--- src/rtl/alu_sequencer.sv ---
// Multi-cycle sequencer in front of a combinational 16-bit ALU: builds N-bit shifts and
// shift-add multiply by iterating on the ALU, and returns results over valid/ready.
module alu_sequencer #(
    parameter int unsigned WIDTH   = 16,
    parameter int unsigned SHAMT_W = 4
) (
    input  logic             clk,
    input  logic             rst,
    input  logic             req_valid,
    output logic             req_ready,
    input  logic [1:0]       req_op,
    input  logic [2:0]       req_func,
    input  logic [WIDTH-1:0] req_a,
    input  logic [WIDTH-1:0] req_b,
    output logic [WIDTH-1:0] alu_a,
    output logic [WIDTH-1:0] alu_b,
    output logic [2:0]       alu_func,
    input  logic [WIDTH-1:0] alu_r,
    output logic             res_valid,
    input  logic             res_ready,
    output logic [WIDTH-1:0] res_data,
    output logic             res_zf
);

    typedef enum logic [1:0] {StIdle, StRun, StDone} state_t;

    localparam logic [1:0] OpShl    = 2'b00;
    localparam logic [1:0] OpShr    = 2'b01;
    localparam logic [1:0] OpMul    = 2'b10;
    localparam logic [1:0] OpSingle = 2'b11;

    localparam logic [2:0] FuncAdd = 3'b000;
    localparam logic [2:0] FuncShl = 3'b110;
    localparam logic [2:0] FuncShr = 3'b111;

    state_t           state_q, state_d;
    logic [1:0]       op_q, op_d;
    logic [2:0]       func_q, func_d;
    logic [WIDTH-1:0] acc_q, acc_d;
    logic [WIDTH-1:0] m_q, m_d;
    // Shift count for SHLN/SHRN, multiplier for MUL.
    logic [WIDTH-1:0] q_q, q_d;
    logic             phase_q, phase_d;
    logic [WIDTH-1:0] res_data_q, res_data_d;
    logic             res_zf_q, res_zf_d;

    always_ff @(posedge clk) begin
        if (rst) begin
            state_q    <= StIdle;
            op_q       <= 2'b00;
            func_q     <= 3'b000;
            acc_q      <= '0;
            m_q        <= '0;
            q_q        <= '0;
            phase_q    <= 1'b0;
            res_data_q <= '0;
            res_zf_q   <= 1'b1;
        end else begin
            state_q    <= state_d;
            op_q       <= op_d;
            func_q     <= func_d;
            acc_q      <= acc_d;
            m_q        <= m_d;
            q_q        <= q_d;
            phase_q    <= phase_d;
            res_data_q <= res_data_d;
            res_zf_q   <= res_zf_d;
        end
    end

    always_comb begin
        alu_a    = '0;
        alu_b    = '0;
        alu_func = FuncAdd;
        if (state_q == StRun) begin
            unique case (op_q)
                OpShl: begin
                    alu_a    = acc_q;
                    alu_func = FuncShl;
                end
                OpShr: begin
                    alu_a    = acc_q;
                    alu_func = FuncShr;
                end
                OpMul: begin
                    if (!phase_q) begin
                        alu_a    = acc_q;
                        alu_b    = m_q;
                        alu_func = FuncAdd;
                    end else begin
                        alu_a    = m_q;
                        alu_func = FuncShl;
                    end
                end
                default: begin
                    alu_a    = acc_q;
                    alu_b    = m_q;
                    alu_func = func_q;
                end
            endcase
        end
    end

    always_comb begin
        state_d    = state_q;
        op_d       = op_q;
        func_d     = func_q;
        acc_d      = acc_q;
        m_d        = m_q;
        q_d        = q_q;
        phase_d    = phase_q;
        res_data_d = res_data_q;

        unique case (state_q)
            StIdle: begin
                if (req_valid) begin
                    op_d    = req_op;
                    func_d  = req_func;
                    phase_d = 1'b0;
                    unique case (req_op)
                        OpShl, OpShr: begin
                            acc_d = req_a;
                            q_d   = {{(WIDTH-SHAMT_W){1'b0}}, req_b[SHAMT_W-1:0]};
                            if (req_b[SHAMT_W-1:0] == '0) begin
                                state_d    = StDone;
                                res_data_d = req_a;
                            end else begin
                                state_d = StRun;
                            end
                        end
                        OpMul: begin
                            acc_d = '0;
                            m_d   = req_a;
                            q_d   = req_b;
                            if (req_b == '0) begin
                                state_d    = StDone;
                                res_data_d = '0;
                            end else begin
                                state_d = StRun;
                            end
                        end
                        default: begin
                            acc_d   = req_a;
                            m_d     = req_b;
                            state_d = StRun;
                        end
                    endcase
                end
            end
            StRun: begin
                unique case (op_q)
                    OpShl, OpShr: begin
                        acc_d = alu_r;
                        q_d   = q_q - WIDTH'(1);
                        if (q_q == WIDTH'(1)) begin
                            state_d    = StDone;
                            res_data_d = alu_r;
                        end
                    end
                    OpMul: begin
                        if (!phase_q) begin
                            if (q_q[0]) begin
                                acc_d = alu_r;
                            end
                            phase_d = 1'b1;
                        end else begin
                            m_d     = alu_r;
                            q_d     = q_q >> 1;
                            phase_d = 1'b0;
                            if ((q_q >> 1) == '0) begin
                                state_d    = StDone;
                                res_data_d = acc_q;
                            end
                        end
                    end
                    default: begin
                        state_d    = StDone;
                        res_data_d = alu_r;
                    end
                endcase
            end
            StDone: begin
                if (res_ready) begin
                    state_d = StIdle;
                end
            end
            default: state_d = StIdle;
        endcase

        // res_data_d only differs from res_data_q on entry to DONE.
        res_zf_d = ~|res_data_d;
    end

    assign req_ready = (state_q == StIdle);
    assign res_valid = (state_q == StDone);
    assign res_data  = res_data_q;
    assign res_zf    = res_zf_q;

endmodule

--- config.mk ---
export PLATFORM = sky130hd
export DESIGN_NAME = alu_sequencer
export DESIGN_NICKNAME = d
export VERILOG_FILES = /design/src/rtl/alu_sequencer.sv
export SDC_FILE = /design/constraint.sdc
export NUM_CORES = 1
export LEC_CHECK = 0
export ABC_CLOCK_PERIOD_IN_PS = 3100
export BUFFER_PORTS_ARGS = -buffer_cell sky130_fd_sc_hd__buf_2
export CELL_PAD_IN_SITES_DETAIL_PLACEMENT = 1
export CELL_PAD_IN_SITES_GLOBAL_PLACEMENT = 2
export CORE_ASPECT_RATIO = 1.1
export CORE_UTILIZATION = 31
export DETAILED_ROUTE_END_ITERATION = 16
export GPL_TIMING_DRIVEN = 0
export PLACE_DENSITY = 0.81
export SYNTH_ARGS = -nofsm -noshare
export SYNTH_HDL_FRONTEND = slang
export SYNTH_SLANG_ARGS = --single-unit
--- constraint.sdc ---
create_clock -name clk -period 3.1 [get_ports clk]
set_input_delay 0.31 -clock clk [delete_from_list [all_inputs] [get_ports clk]]
set_output_delay 0.31 -clock clk [all_outputs]
set_load 0.005 [all_outputs]
---- Yosys cells after proc, flatten, opt, wreduce, memory -nomap -nowiden ----
Index checks and enable logic that the tools add are counted.
word-level totals
  register bits after elaboration ......... 73
  input port bits ......................... 57
  output and inout port bits .............. 54
  word-level logic and storage cells ...... 94
operators by class
  $add $sub $neg .......................... 1
  equal/unequal tests ..................... 19
  multiplexer cells ....................... 48
  reductions and logical operators ........ 17
operators with widths
  cell                                                                  count
  16-bit case mux with 2 select lines                                   11
  16-bit two-way mux                                                    20
  16-bit logical NOT                                                    2
  5-bit AND reduction                                                   4
  16-bit by 1-bit == test with 1-bit output, second input constant      1
  16-bit OR reduction                                                   1
  16-bit by 1-bit subtractor with 16-bit output, second input constant  1
  2-bit two-way mux                                                     7
  3-bit != test, second input constant                                  4
  3-bit case mux with 3 select lines                                    1
  2-bit case mux with 2 select lines                                    2
  2-bit by 1-bit == test with 1-bit output, second input constant       3
  2-bit == test, second input constant                                  3
  2-bit logical NOT                                                     3
  3-bit two-way mux                                                     2
  2-bit != test, second input constant                                  3
  3-bit by 2-bit != test with 1-bit output, second input constant       2
  2-bit case mux with 3 select lines                                    1
  4-bit logical NOT                                                     1
  2-bit by 1-bit != test with 1-bit output, second input constant       2
  2-bit OR reduction                                                    2
  1-bit two-way mux                                                     3
  3-bit by 1-bit != test with 1-bit output, second input constant       1
  3-bit AND reduction                                                   1
  4 further kinds                                                       4

---- Depth between registers and ports, before layout ----
Gate-level depths: netlist of run 1.
  depth in word-level cells ............... 7
  depth in mapped cells ................... 10
  gate-level depth less buffers ........... 9

---- Worst setup path before layout of run 1 ----
Ideal clock, no wire load.
  path type ............................... reg-to-reg
  start ................................... register q_q[5]
  end ..................................... register res_zf_q, in the netlist res_zf
  setup time .............................. 96 ps
  arrival ................................. 2,698 ps
  required time ........................... 3,004 ps
  path slack .............................. 307 ps
  stages on the path, launching flop included .. 10
  path buffers ............................ 2
  clock period less this slack ............ 2,793 ps
  cell sequence ........................... dfxtp_1 buf_6 or4_4 buf_6 nor4_4 mux2_2 o221a_2 a222oi_1 nand2_1 o41ai_2
on the way
  cells in the longest elaborated chain, start to end .. 7
RTL lines
  element                                RTL line  text
  start: declaration                     42        logic [WIDTH-1:0] q_q, q_d;
  start signal: assignment               64        q_q <= q_d;
  16-bit logical NOT                     170       if ((q_q >> 1) == '0) begin
  16-bit two-way mux                     170
  16-bit two-way mux                     161       if (!phase_q) begin
  16-bit case mux with 2 select lines *  151       unique case (op_q)
  16-bit case mux with 2 select lines *  114       unique case (state_q)
  16-bit OR reduction *                  191       res_zf_d = ~|res_data_d;
  1-bit logical NOT *                    191
  end signal: assignment                 67        res_zf_q <= res_zf_d;
  end: declaration                       45        logic res_zf_q, res_zf_d;
Every way passes the cells marked *; elsewhere a longest branch is shown, timed or not.
A chain may end at the register's enable or synchronous reset.

---- Worst setup path after layout of run 1 ----
  start ................................... register q_q[4]
  end ..................................... register res_zf_q, in the netlist res_zf
The elaborated chain is that of the path after synthesis.

==> flow_summary_export.csv, run 1 <==
group,metric,value,unit
synthesis,synth.distinct_cells,58,
sta,setup_slack,-0.100,ns
synthesis,synth_top_family_by_area,"compound AO/OA/AOI/OAI gates",
pwr,vdd_drop_max,317,uV
hold_path,hp-class,"primary input to flip-flop",
floorplanning,dieArea,16900,um2
synthesis,synth_ff_type,"dfxtp_1",
setup_path,worstSetupEndpointType,"flip-flop",
sta,tns,-0.100,ns
routing,ant_nets,0,
floorplanning,coreArea,15900,um2
pwr,power.static_leakage,2.53,nW
pwr,p_clk_share,30.6,%
layout,antenna_cells,0,
layout,drive_gt1_share,23.9,%
synthesis,yosysWarnings,0,
synthesis,muxShareOfSynthArea,7.75,%
floorplanning,start_util,32.1,%
floorplanning,die_y,136,um
routing,drc,0,
clock_tree,clk_latency,0.36,ns
global_route,grt_pass1_wl,35600,um
clock_tree,cts_buffers,9,
synthesis,synth_enable_flop_cells,0,
floorplanning,rows,48,
setup_path,crit_family,"compound AO/OA/AOI/OAI gates",
sta,fin_skew,0.00936,ns
clock_tree,clkSinkCount,73,
synthesis,synth_xor_area_share,0.172,%
place,port_buffers,108,
sta,max_clock_freq,312,MHz
clock_tree,cts_root_buffer,"clkbuf_16",
synthesis,synth_compound_gate_area_share,29.6,%
global_route,overflow,0,
pwr,p_int,2.31,mW
clock_tree,htree_levels,3,
setup_path,r2r-start,"q_q[4]",
sta,slew_headroom,33.3,%
sta,min_period_over_period,103,%
setup_path,worstPathRequired,3.35,ns
synthesis,synth_nets,744,
global_route,grt_usage,28.7,%
synthesis,synth_simple_gate_area_share,26.2,%
global_route,grt_max_degree,15,
setup_path,cp_max_fo,10,
layout,final_nets,873,
sta,worst_slew_pin_slew,0.992,ns
setup_path,timing.critical_path.from_type,"flip-flop",
floorplanning,num_io_pins,111,
clock_tree,clk_pin_slew,0.07,ns
synthesis,synth_top_cells_by_area,"dfxtp_1, mux2i_1, nor2_1",
layout,syn_to_final_growth,27.8,%
synthesis,ys_seq_area_share,28.7,%
synthesis,async_flop_share,0,%
sta,rsz0062_at_grt,"true",
pwr,power.total,3.95,mW
setup_path,cp_cell_sequence,"or4_4 > buf_4 > clkbuf_4 > o41ai_4 > a21oi_1 > a222oi_1 > and4_1 > nand4_1 > o41ai_2",
setup_path,startpoint,"q_q[4]",
global_route,grt_pass1_vias,5948,
sta,setup_viol,1,
floorplanning,die_x,124,um
synthesis,synth_top_area_share,28.7,%
clock_tree,cts_tree,"built",
synthesis,synth_most_common_cell,"nor2_1",
pwr,p_sw,1.64,mW
pwr,pwr-share-seq,29.9,%
status,status,"finished, violations left",
layout,final_cells,1019,
pwr,switching_share,41.5,%
synthesis,synth.avg_cell_area,7.43,um2
routing,wire_per_inst,23.7,um
sta,min_period,3.20,ns
clock_tree,cts_hold_buf,0,
synthesis,synthCells,685,
pwr,p_per_area,607,nW/um2
synthesis,yosysTopAreaCell,"dfxtp_1",
job,drv_cap,0,
synthesis,synthAdderAreaFrac,0.492,%
clock_tree,clock_path_buffers,2,
routing,vias,6181,
hold_path,min_from,"req_func[1]",
place,placed_area,5880,um2
synthesis,netlist_top_cells_count,"nor2_1, nand2_1, dfxtp_1, clkbuf_1, a21oi_1",
synthesis,syn-cell-area,5090,um2
setup_path,worst_path_max_delay_cell,"or4_4",
setup_path,crit_arrival,3.45,ns
routing,drt_pass1_iterations,5,
routing,drt_iter0_markers,625,
pwr,comb_power_share,39.5,%
place,placed_cells,994,
sta,hold_viol,0,
setup_path,crit_type,"flip-flop to flip-flop",
status,violations,"setup timing",
setup_path,critical-path-max-stage-delay,0.61,ns
routing,wirelength,24100,um
layout,design_area,6500,um2
sta,drv_slew,0,
setup_path,critPathBufInv,2,
place,dp_hpwl,18400,um
place,routabilityCongestion,0.902,
synthesis,synth.ff_latch_count,73,
routing,vias_per_cell,6.07,
global_route,antenna_found_initial,0,
-- cell families after synthesis --
logic type | after synthesis
and+or+nand+nor | 275
AOI/OAI and AO/OA | 211
buffers and inverters | 84
DFF | 73
muxes | 39
adders and majority gates | 2
xor gates and xnor gates | 1
-- per-stage QoR --
step	hold slack (ns)	setup WS (ns)	util, %
final	0.214	-0.100	41.0
after global routing	0.228	-0.183	41.0
after CTS	0.210	-0.146	39.7
after detailed placement	0.455	-0.428	37.1
after global placement	0.441	-0.408	37.1
after floorplan	0.433	0.307	-
-- worst min-delay path, stage by stage --
cell	delay, ns
buf_2	0.10
nand3_1	0.05
a21oi_1	0.05
-- power by group through the flow --
| stage | combinational, mW | clock (mW) | sequential, mW |
|---|---|---|---|
| 4_1_cts | 1.45 | 1.21 | 1.17 |
| 3_3_place_gp | 1.37 | 0 | 1.18 |
| 3_5_place_dp | 1.41 | 0 | 1.19 |
| 5_1_grt | 1.67 | 1.24 | 1.19 |
| 2_1_floorplan | 0.935 | 0 | 1.14 |
| 6_report | 1.56 | 1.21 | 1.18 |
-- layer usage --
layer / vias to the layer above / track usage [%] / wire length (um)
li1: 2824 / - / -
met1: 3038 / 40.2 / 10800
met2: 273 / 43.7 / 10800
met3: 46 / 2.60 / 1610
met4: 0 / 13.6 / 960
met5: - / 0 / 0
-- layout by cell type (no fill, tap or decap), drive strengths merged, types with 3 or more instances in the layout --
master  count
buf       133
a311oi     18
a22oi      14
o31ai       3
dfxtp      73
inv        20
mux2        3
or3         3
a21oi      47
o311ai      8
nor2       95
o41ai      18
nor3b       4
a41oi       8
nand2      91
clkinv      4
a211oi      9
a222oi     13
o21ai      47
mux2i      36
a221o       6
clkbuf     59
nor2b       3
nor4       13
nand3       6
nor3       13
or4        12
nor4bb      8
and2       17
-- repair_timing --
action / CTS / global route
pin swaps: 6 / 16
buffers inserted: 1 / 10
gates resized for setup: 19 / 35
hold endpoints to repair: 0 / 0
endpoints found under the setup margin: 37 / 44
-- flip-flops by register name (all words and copies together) (netlist names) --
name / count
state_q: 2
func_q: 3
q_q: 16
res_zf: 1
res_data: 16
acc_q: 16
m_q: 16
op_q: 2
phase_q: 1
-- worst paths after layout --
path | slack, ns | cells after the start | to
worst min-delay path | 0.21 | 3 | func_q[1]
worst max-delay path | -0.10 | 9 | res_zf
worst max register to register | -0.10 | 9 | res_zf
worst min register to register | 0.46 | 2 | func_q[0]
-- cell type report --
class | instances | area [um2]
Inverter | 19 | 71.3
Sequential cell | 73 | 1460
Fill cell | 2025 | 9350
Buffer | 63 | 313
Multi-Input combinational cell | 528 | 3450
Clock buffer | 9 | 225
Timing Repair Buffer | 120 | 628
Tap cell | 200 | 250
Clock inverter | 7 | 104
No activity file was read; power rests on OpenSTA's default activity.
==> run 2: changes to the inputs <==
- ABC_CLOCK_PERIOD_IN_PS: 3100 -> 3800
- CORE_UTILIZATION: 31 -> 33
- MAX_ROUTING_LAYER: unset -> met4
- PLACE_DENSITY: 0.81 -> 0.85
- clock period: 3.1 -> 3.8 ns (I/O delays scaled with it)
==> run 2 against run 1 <==
  * Setup slack better by 0.26 ns
  * Routed wire length down 0.97%
  * Utilization up 0.16 points
  * Clock skew about the same
  * Clock-buffer cell count up 1
  * The flow now finishes without violations
  * Register-to-register slack better by 0.26 ns
  * Sequential cell count unchanged
==> flow_summary_export.csv, run 2 (synthesized netlist as in run 1, its figures left out) <==
group,metric,value,unit
routing,vias,6063,
floorplanning,dieArea,15900,um2
pwr,p_per_area,492,nW/um2
global_route,antenna_found_initial,0,
sta,rsz0062_at_grt,"false",
layout,design_area,6200,um2
sta,tns,0,ns
floorplanning,start_util,33.8,%
routing,drc,0,
clock_tree,cts_root_buffer,"clkbuf_16",
setup_path,r2r-start,"q_q[1]",
setup_path,crit_arrival,3.87,ns
routing,wire_per_inst,23.7,um
hold_path,hp-class,"primary input to flip-flop",
status,status,"complete, no violations",
setup_path,worstSetupEndpointType,"flip-flop",
pwr,power.static_leakage,2.40,nW
clock_tree,cts_setup_buffers,0,
layout,drive_gt1_share,19.5,%
setup_path,worstPathRequired,4.03,ns
floorplanning,num_io_pins,111,
floorplanning,coreArea,15100,um2
place,routabilityCongestion,0.956,
global_route,overflow,0,
floorplanning,die_x,120,um
sta,min_period_over_period,95.9,%
sta,slew_headroom,15.3,%
floorplanning,die_y,132,um
place,port_buffers,108,
routing,wl_met3,1580,um
routing,drt_pass1_iterations,5,
clock_tree,clk_pin_slew,0.06,ns
setup_path,crit_type,"flip-flop to flip-flop",
hold_path,whs_path_depth,3,
layout,final_cell_mix,"buf_2, nor2_1, nand2_1",
clock_tree,clock_path_buffers,2,
sta,worst_slew_pin_slew,1.26,ns
layout,final_nets,865,
sta,min_period,3.64,ns
hold_path,min_from,"req_func[2]",
hold_path,min_to,"func_q[2]",
setup_path,worst_path_max_delay_cell,"or3b_2",
place,placed_cells,990,
clock_tree,clk_latency,0.36,ns
clock_tree,cts_buffers,9,
sta,setup_viol,0,
setup_path,rr_worst_depth,10,
setup_path,cp_max_fo,10,
setup_path,critPathBufInv,2,
layout,syn_to_final_growth,21.8,%
routing,drt_iter0_markers,644,
setup_path,critical-path-max-stage-delay,0.52,ns
layout,final_common_cell,"buf_2",
routing,wirelength,23900,um
routing,wl_met2,10700,um
sta,setup_slack,0.157,ns
clock_tree,htree_levels,3,
setup_path,timing.critical_path.from_type,"flip-flop",
job,drv_cap,0,
layout,final_cells,1007,
setup_path,r2r_slack,0.16,ns
setup_path,crit_family,"compound AO/OA/AOI/OAI gates",
global_route,grt_pass1_wl,36400,um
clock_tree,clkSinkCount,73,
setup_path,cp_cell_sequence,"inv_1 > ha_1 > or3b_2 > clkbuf_1 > o41a_1 > a211oi_1 > o31ai_1 > a221oi_2 > nand4_1 > o41ai_2",
place,dp_slack,0.0876,ns
place,placed_area,5880,um2
clock_tree,cts_hold_buf,0,
routing,m1WireLength,10600,um
place,dp_hpwl,18600,um
clock_tree,cts_tree,"built",
sta,max_clock_freq,274,MHz
pwr,vdd_drop_max,220,uV
sta,fin_skew,0.00938,ns
global_route,grt_usage,31.3,%
setup_path,reg2reg_to,"res_zf",
sta,hold_viol,0,
routing,vias_per_cell,6.02,
routing,highest_layer,"met4",
layout,antenna_cells,0,
global_route,grt_pass1_vias,6162,
sta,drv_slew,0,
routing,ant_nets,0,
global_route,grt_max_degree,14,
layout,fillers,1933,
floorplanning,rows,47,
run 2: routing by layer:
layer | up-vias | GRT usage [%]
li1 | 2808 | -
met1 | 2935 | 40.1
met2 | 266 | 47.7
met3 | 54 | 4.71
met4 | 0 | 15.2
met5 | - | -
run 2: timing repair:
| item | CTS | global route |
|---|---|---|
| gates resized for setup | 0 | 2 |
| endpoints found under the setup margin | 0 | 2 |
| endpoints found under the hold margin | 0 | 0 |
run 2: cell type report:
type,instances,area [um2],share of cell area (%)
buffer,65,292,4.70
clock buffer,10,239,3.86
clock inverter,6,67.6,1.09
inverter,19,71.3,1.15
multi-input combinational,528,3270,52.8
sequential,73,1460,23.6
tap,196,245,3.96
timing repair buffer,110,551,8.88
run 2: how the worst max path moves through the flow:
stage / from / to / slack [ns] / cells past startpoint
after floorplan: q_q[5] / res_zf / 1.01 / 9
after global placement: req_b[8] / res_zf / 0.12 / 9
after detailed placement: q_q[1] / res_zf / 0.09 / 10
after CTS: q_q[1] / res_zf / 0.08 / 10
after global routing: q_q[1] / res_zf / 0.07 / 10
final: q_q[1] / res_zf / 0.16 / 10
run 2: worst register-to-register path, cell delays in order, from the launching register on:
cell and delay, ns:
dfxtp_1 0.37, inv_1 0.12, ha_1 0.37, or3b_2 0.53, clkbuf_1 0.28, o41a_1 0.38, a211oi_1 0.37, o31ai_1 0.15
a221oi_2 0.42, nand4_1 0.20, o41ai_2 0.34
run 2: metrics by stage:
step / util (%) / hold WS, ns / power [mW]
6_report: 41.2 / 0.286 / 3.05
5_1_grt: 41.2 / 0.314 / 3.19
4_1_cts: 41.1 / 0.288 / 3.02
3_5_place_dp: 39.0 / 0.462 / 2.11
3_3_place_gp: 39.0 / 0.446 / 2.07
2_1_floorplan: - / 0.433 / 1.69
run 2: report_power, final:
part | switching, mW | leakage (nW) | internal (mW)
registers | 0.0979 | 0.597 | 0.855
logic | 0.780 | 1.67 | 0.405
clock network | 0.386 | 0.133 | 0.527
total | 1.26 | 2.40 | 1.79
